**config.mk**
```make
export PLATFORM = sky130hd
export DESIGN_NAME = alu_issue_stage
export DESIGN_NICKNAME = d
export VERILOG_FILES = /design/src/rtl/alu_issue_stage.sv
export SDC_FILE = /design/constraint.sdc
export NUM_CORES = 1
export LEC_CHECK = 0
export BUFFER_PORTS_ARGS = -buffer_cell sky130_fd_sc_hd__buf_2
export CAP_MARGIN = 20
export CORE_AREA = 4 4 357 359
export DETAILED_ROUTE_END_ITERATION = 16
export DIE_AREA = 0 0 361 363
export SETUP_SLACK_MARGIN = 0.4
export SYNTH_ARGS = -nofsm -noshare
export SYNTH_HDL_FRONTEND = slang
export SYNTH_SLANG_ARGS = --single-unit
```
**constraint.sdc**
```tcl
create_clock -name clk -period 5.66 [get_ports clk]
set_clock_uncertainty 0.1 [all_clocks]
set_input_delay 0.283 -clock clk [delete_from_list [all_inputs] [get_ports clk]]
set_output_delay 0.283 -clock clk [all_outputs]
set_load 0.01 [all_outputs]
```
**src/rtl/alu_issue_stage.sv**
```systemverilog
// Issue stage between the thread dispatcher and the ALU lanes: steers each lane's
// selected thread into a per-lane issue register, acks the thread, absorbs stalls.
module alu_issue_stage #(
  parameter  int NUM_Threads = 4,
  parameter  int NUM_ALUs    = 4,
  localparam int XLEN        = 32,
  localparam int TID_W       = $clog2(NUM_Threads)
) (
  input  logic                   clk,
  input  logic                   rst,
  input  logic [2:0]             dispatch_threads [NUM_ALUs],
  input  logic [6:0]             oh_in            [NUM_Threads],
  input  logic [XLEN-1:0]        thr_rs1          [NUM_Threads],
  input  logic [XLEN-1:0]        thr_rs2          [NUM_Threads],
  input  logic [4:0]             thr_rd           [NUM_Threads],
  input  logic [XLEN-1:0]        thr_pc           [NUM_Threads],
  input  logic [NUM_ALUs-1:0]    alu_stall,
  output logic [NUM_ALUs-1:0]    iss_valid,
  output logic [TID_W-1:0]       iss_tid          [NUM_ALUs],
  output logic [6:0]             iss_op           [NUM_ALUs],
  output logic [XLEN-1:0]        iss_a            [NUM_ALUs],
  output logic [XLEN-1:0]        iss_b            [NUM_ALUs],
  output logic [4:0]             iss_rd           [NUM_ALUs],
  output logic [XLEN-1:0]        iss_pc           [NUM_ALUs],
  output logic [NUM_Threads-1:0] thr_ack,
  output logic                   dup_err,
  output logic [31:0]            perf_issued
);

  localparam logic [2:0] NT = 3'(NUM_Threads);

  logic [NUM_ALUs-1:0]    r_vld_p1;
  logic [TID_W-1:0]       r_tid_p1 [NUM_ALUs];
  logic [6:0]             r_op_p1  [NUM_ALUs];
  logic [XLEN-1:0]        r_a_p1   [NUM_ALUs];
  logic [XLEN-1:0]        r_b_p1   [NUM_ALUs];
  logic [4:0]             r_rd_p1  [NUM_ALUs];
  logic [XLEN-1:0]        r_pc_p1  [NUM_ALUs];
  logic                   r_dup;
  logic [31:0]            r_perf;

  logic [NUM_ALUs-1:0]    w_load;
  logic [NUM_ALUs-1:0]    w_req;
  logic [NUM_ALUs-1:0]    w_acc;
  logic [TID_W-1:0]       w_tid [NUM_ALUs];
  logic [NUM_Threads-1:0] w_claim;
  logic [NUM_Threads-1:0] w_ack;
  logic                   w_dup;
  logic [31:0]            w_cnt;

  // Stage p0: lane selection, duplicate resolution in lane-priority order
  always_comb begin
    w_claim = '0;
    w_ack   = '0;
    w_dup   = 1'b0;
    w_cnt   = '0;
    for (int j = 0; j < NUM_ALUs; j++) begin
      w_load[j] = !r_vld_p1[j] || !alu_stall[j];
      w_acc[j]  = 1'b0;
      w_tid[j]  = dispatch_threads[j][TID_W-1:0];
      w_req[j]  = (dispatch_threads[j] < NT) && (oh_in[w_tid[j]] != 7'd0);
      if (w_req[j]) begin
        if (w_claim[w_tid[j]]) begin
          w_dup = 1'b1;
        end else if (w_load[j]) begin
          // Blocked lanes never claim, so a higher lane may still take the thread.
          w_acc[j]             = 1'b1;
          w_claim[w_tid[j]]    = 1'b1;
          w_ack[w_tid[j]]      = 1'b1;
          w_cnt                = w_cnt + 32'd1;
        end
      end
    end
    if (rst) begin
      w_ack = '0;
    end
  end

  assign thr_ack = w_ack;

  // Stage p1: issue registers
  always_ff @(posedge clk) begin
    if (rst) begin
      r_vld_p1 <= '0;
      r_dup    <= 1'b0;
      r_perf   <= '0;
      for (int j = 0; j < NUM_ALUs; j++) begin
        r_tid_p1[j] <= '0;
        r_op_p1[j]  <= '0;
        r_a_p1[j]   <= '0;
        r_b_p1[j]   <= '0;
        r_rd_p1[j]  <= '0;
        r_pc_p1[j]  <= '0;
      end
    end else begin
      for (int j = 0; j < NUM_ALUs; j++) begin
        if (w_load[j]) begin
          r_vld_p1[j] <= w_acc[j];
          if (w_acc[j]) begin
            r_tid_p1[j] <= w_tid[j];
            r_op_p1[j]  <= oh_in[w_tid[j]];
            r_a_p1[j]   <= thr_rs1[w_tid[j]];
            r_b_p1[j]   <= thr_rs2[w_tid[j]];
            r_rd_p1[j]  <= thr_rd[w_tid[j]];
            r_pc_p1[j]  <= thr_pc[w_tid[j]];
          end
        end
      end
      r_perf <= r_perf + w_cnt;
      if (w_dup) begin
        r_dup <= 1'b1;
      end
    end
  end

  assign iss_valid   = r_vld_p1;
  assign iss_tid     = r_tid_p1;
  assign iss_op      = r_op_p1;
  assign iss_a       = r_a_p1;
  assign iss_b       = r_b_p1;
  assign iss_rd      = r_rd_p1;
  assign iss_pc      = r_pc_p1;
  assign dup_err     = r_dup;
  assign perf_issued = r_perf;

endmodule

```
After elaboration in Yosys (flattened, before gate mapping)
Index checks and enable logic that the tools add are counted.

Register bits: 477. Latch bits: 0. RAM bits: 0. Memory bits (read-only): 0. Bits of input ports: 450. Word-level logic and storage cells: 206. Memories kept: 0.

Add/subtract/negate cells: 4. Multipliers: 0. Div/mod/pow operators: 0. $lt $le $gt $ge: 16. Eq/ne operators: 0. Shifts and indexed selects: 0. Mux-type cells: 121. Bitwise operators: 7. Reduce and logical (&&, ||, !) cells: 28.

Operators by type and width (number): 32-bit 2-to-1 mux (33); 32-bit binary-select mux with 2-bit select (12); 32-bit by 1-bit adder with 32-bit output (second input constant) (3); 7-bit binary-select mux with 2-bit select (4); 7-bit 2-to-1 mux (8); 4-bit 2-to-1 mux (13); 5-bit binary-select mux with 2-bit select (4); 5-bit 2-to-1 mux (8); 32-bit adder (1); 1-bit 2-to-1 mux (31); 7-bit nonzero test (4); 3-bit greater-or-equal comparator (second input constant) (4); 2-bit by 3-bit < comparator with 1-bit output (second input constant) (4); 3-bit < comparator (second input constant) (4); 2-bit inverter with 3-bit output (4); 4-bit OR (3); 1-bit binary-select mux with 2-bit select (4); 1-bit demux with 2-bit select (4); 2-bit by 1-bit greater-or-equal comparator with 1-bit output (second input constant) (4); 1-bit logical AND (8); 1-bit logical NOT (8); 2-bit AND reduction (4); 1-bit logical OR (4).

Depth between registers and ports, before layout
Depth after elaboration: 20. Mapped depth: 24. Depth with buffers taken out: 21.

Least setup slack after synthesis
No wires, ideal clock.

Path kind: input-to-reg. Start: input dispatch_threads[9] (netlist bit). End: register r_perf[29], in the netlist perf_issued[29]. Data arrival time: 5374 ps. Setup slack: 58 ps. Stages on the path: 23. Path through: buf_2 -> mux4_2 -> nor4_2 -> a21bo_2 -> inv_2 -> clkbuf_1 -> clkbuf_1 -> ha_1 -> a22oi_1 -> inv_1 -> ha_1 -> mux2_2 -> ha_1 -> mux2_1 -> ha_1 -> a21o_1 -> a21oi_1 -> o21bai_1 -> nor3b_1 -> and4_1 -> nand3_1 -> xor2_1 -> nor2_1.

Cells in the longest elaborated chain, start to end: 20. Elaborated cells on any way between the ends: 46. Those cells by class: add/sub (4); order compare (3); mux (33); bitwise (3); reduce/logical (3).

RTL lines: start: declaration (RTL line 11) `input logic [2:0] dispatch_threads [NUM_ALUs],`; 2-bit inverter with 3-bit output (implied by the code), or another cell as far along (RTL line 61) `w_req[j] = (dispatch_threads[j] < NT) && (oh_in[w_tid[j]] != 7'd0);`; 7-bit binary-select mux with 2-bit select or 1-bit logical AND (tied branches) (RTL line 61, 68); 7-bit 2-to-1 mux (implied by the code) or 1-bit 2-to-1 mux (tied branches) (RTL line 61, 68); 7-bit 2-to-1 mux (implied by the code) or 1-bit demux with 2-bit select (tied branches) (RTL line 61, 68); 7-bit nonzero test or 4-bit 2-to-1 mux (tied branches) (RTL line 61, 65); 1-bit logical AND or 4-bit 2-to-1 mux (tied branches) (RTL line 61, 63); 1-bit 2-to-1 mux or 4-bit 2-to-1 mux (tied branches) (RTL line 62) `if (w_req[j]) begin`; 32-bit by 1-bit adder with 32-bit output, or another cell as far along (RTL line 70) `w_cnt = w_cnt + 32'd1;`; [... 4 more ...]; 32-bit 2-to-1 mux, or another cell as far along (RTL line 65) `end else if (w_load[j]) begin`; 32-bit 2-to-1 mux or 4-bit 2-to-1 mux (tied branches) (RTL line 63) `if (w_claim[w_tid[j]]) begin`; 32-bit 2-to-1 mux or 4-bit 2-to-1 mux (tied branches) (RTL line 62); 32-bit by 1-bit adder with 32-bit output or 1-bit binary-select mux with 2-bit select (tied branches) (RTL line 70, 63); 32-bit 2-to-1 mux or 1-bit 2-to-1 mux (tied branches) (RTL line 65, 63); 32-bit 2-to-1 mux (RTL line 63); 32-bit 2-to-1 mux (*) (RTL line 62); 32-bit adder (*) (RTL line 109) `r_perf <= r_perf + w_cnt;`; end signal: assignment (RTL line 109); end: declaration (RTL line 40) `logic [31:0] r_perf;`.

Every way passes the cells marked *; elsewhere a longest branch is shown, timed or not. The select of a mux whose other input is x is not followed. A chain may end at the register's enable or synchronous reset.

Worst setup path in the final report
Start: input dispatch_threads[9] (netlist bit). End: register r_perf[17], in the netlist perf_issued[17].

Same word-level chain as after synthesis.

==> flow_summary.ini <==
[run_status]
status = complete, no violations

[cts]
cts_sinks = 477
clk_pin_slew_ns = 0.06
cts_buffer_depth = 3
h-tree-depth = 2
clockRootBuffer = clkbuf_16
cts.repair.resized = 0
clkLatencyLatePin_ns = 0.64
cts_tree = done
numCtsBuffers = 59

[synthesis]
synthMuxAreaShare = 0.357
synth_edf_count = 0
synth_top_family_by_area = multiplexers
avgSynthCellArea_um2 = 10.0
syn-cell-area_um2 = 27300
ys_types = 55
syn_inst = 2727
synth_compound_area_frac = 0.0952
yosysMostFrequentCell = nand2_1
yosys.area_share.xor_xnor = 0.0106
synthAdderAreaFrac = 0.00394
synth_seq_area_share = 0.350
ys.flop_type = dfxtp_1
synthTopCellsByArea = mux4_2, dfxtp_1, nand2_1
synthDominantCellAreaShare = 0.356
synth_top_area_cell = mux4_2
ys_seq_elements = 477
synth_common_cells = nand2_1, dfxtp_1, a21oi_1
synthArstFlopShare = 0
syn_nets = 3185
synth_warnings = 0
synthSimpleGateAreaFrac = 0.144

[critical_path]
r2r_slack_ns = 1.09
worstSetupEndpointType = register
crit_type = input pin to register
r2r-end = perf_issued[17]
critPathRequiredTime_ns = 6.06
crit_arrival_ns = 5.11
path_max_fanout = 11
worst-r2r-cell-count = 20
crit_path_start_kind = input pin
cp_top_family = multiplexers
r2r-start = iss_valid[0]
path_buf_inv = 5
cp_common_cell = ha_1
cp_slowest_cell = mux4_2
max_stage_delay_ns = 0.65
cp_cell_sequence = buf_8, mux4_2, nor4_2, buf_4, a21bo_4, inv_6, ha_1, a22oi_2, inv_1, ha_1, mux2_2, ha_1, mux2_1, ha_1, a21o_1, a21oi_1, o21bai_1, nor3b_4, buf_4, and4_1, xnor2_1, nor2_1

[detailed_routing]
wl_met1_mm = 55.0
dr_wl_met3_mm = 15.5
wl_per_cell_um = 25.8
routed.top_layer = met5
post_drt_via_cell_ratio = 5.15
wl_met2_mm = 62.7
dr.pass1.iters = 5
drt_iter0_drc = 3126
vias = 27988
antenna_left = 0
wirelength_mm = 140
drcViolationCount = 0

[power]
internal-power_mw = 6.94
clkPwrFrac = 0.372
comb_power_share = 0.259
switching_share = 0.319
p_switching_mw = 3.25
vdd_drop_max_mv = 0.229
p_leak_nw = 15.3
power_density_nw_per_um2 = 271
pwr-share-seq = 0.370
power.total_mw = 10.2

[die]
core-area_um2 = 124000
io-pin-count = 931
rows = 129
die_h_um = 363
start_util = 0.221
die_x_um = 361
dieArea_um2 = 131000

[timing]
setup_viol = 0
min_period_ns = 4.71
tightestPinTransition_ns = 1.04
tns_ns = 0
max_freq_mhz = 213
finalCritPeriodShare = 0.831
rsz0062_at_grt = false
slew_headroom = 0.306
hold_violations = 0
slew_viol_final = 0

[global_route]
grt_start_max_net_pins = 173
gr-usage-all-layers = 0.203
antenna_found_initial = 45
grt_pass1_wl_mm = 196
grt_pass1_vias = 26954
gr-total-overflow = 0

[layout]
drive_gt1_frac = 0.413
multi_input_area_um2 = 16800
syn2layout_area_growth_pct = 37.5
area.sequential_um2 = 9550
fin_nets = 4174
fillers = 12860

[placed_design]
port_buffers = 930
place_hpwl_mm = 101
place_congestion = 0.977

[worst_hold_path]
min_to = iss_b[14]
hold_path.class = input pin to register
min_path_cells = 4
min_from = thr_rs2[78]

[job]
drv_cap = 0
tightest hold or removal path, stage by stage:
cell and delay (ns):
buf_2 0.10, mux4_2 0.23, nand2_1 0.05, a21oi_1 0.11
flip-flops by register name, indices dropped and copies added (netlist names):
name,flops
perf_issued,32
iss_b,128
iss_a,128
iss_tid,8
iss_rd,20
iss_valid,4
iss_op,28
iss_pc,128
dup_err,1
through the flow:
stage	instance area, um2	setup slack, ns	instances	hold WS (ns)	utilization
3_3_place_gp	33800	0.373	5117	0.338	0.273
2_1_floorplan	27300	0.407	2727	0.327	-
4_1_cts	37500	0.935	5397	0.0000179	0.303
5_1_grt	37500	0.628	5416	0.0345	0.303
3_5_place_dp	33800	0.325	5117	0.343	0.273
6_report	37600	0.954	5434	0.0637	0.303
worst max-delay path by stage:
stage	startpoint	endpoint	slack, ns	cells past startpoint
global placement	dispatch_threads[9]	perf_issued[17]	0.37	22
global route	dispatch_threads[9]	perf_issued[30]	0.63	22
detailed placement	dispatch_threads[9]	perf_issued[17]	0.33	22
finish	dispatch_threads[9]	perf_issued[17]	0.95	22
CTS	dispatch_threads[9]	thr_ack[0]	0.94	14
floorplan	dispatch_threads[9]	perf_issued[29]	0.41	23
power by group through the flow:
stage          logic, mW  registers, mW  clock network (mW)
2_1_floorplan       1.24           3.93                   0
3_3_place_gp        2.46           3.83                   0
3_5_place_dp        2.48           3.83                   0
4_1_cts             2.62           3.76                3.88
5_1_grt             2.81           3.79                4.01
6_report            2.63           3.77                3.79
final cells by class:
class / instances / share of cell area
clock inverter: 22 / 0.00476
timing repair buffer: 1183 / 0.190
sequential: 477 / 0.254
multi-input combinational: 1981 / 0.447
inverter: 14 / 0.00153
tap: 1637 / 0.0545
clock buffer: 83 / 0.0455
antenna: 37 / 0.00247
metal layers:
layer,track usage,vias to the layer above
met5,0,-
met1,0.260,13997
li1,-,11952
met4,0.0857,16
met3,0.0670,363
met2,0.314,1660
logic make-up (layout without fill, tap and decap cells):
| logic type | count (synthesis) | in the layout |
|---|---|---|
| other | 0 | 37 |
| buffers and inverters | 269 | 1302 |
| adder cells (fa/ha/maj) | 8 | 8 |
| multiplexers | 435 | 435 |
| AND/OR/NAND/NOR | 1008 | 1008 |
| AO/OA/AOI/OAI | 497 | 497 |
| XOR/XNOR | 33 | 33 |
| flip-flops | 477 | 477 |
placed cells by master (no fill, tap or decap), types with 7 or more instances in the layout:
cell and instances:
nand3_1 11, or3_1 7, diode_2 37, dfxtp_1 477
mux4_2 432, a21oi_1 456, clkbuf_1 12, nand2_1 904
buf_4 73, ha_1 7, inv_1 11, buf_2 921
nor3_1 7, dlygate4sd3_1 175, clkinv_2 14, clkbuf_16 61
xnor2_1 20, clkbuf_8 10, o21ai_0 8, xor2_1 13
nor2_1 41
repair_timing:
item,CTS,global route
hold buffers,175,0
endpoints found under the setup margin,0,0
buffers inserted,0,0
endpoints found under the hold margin,108,0
No activity file was read; power rests on OpenSTA's default activity.
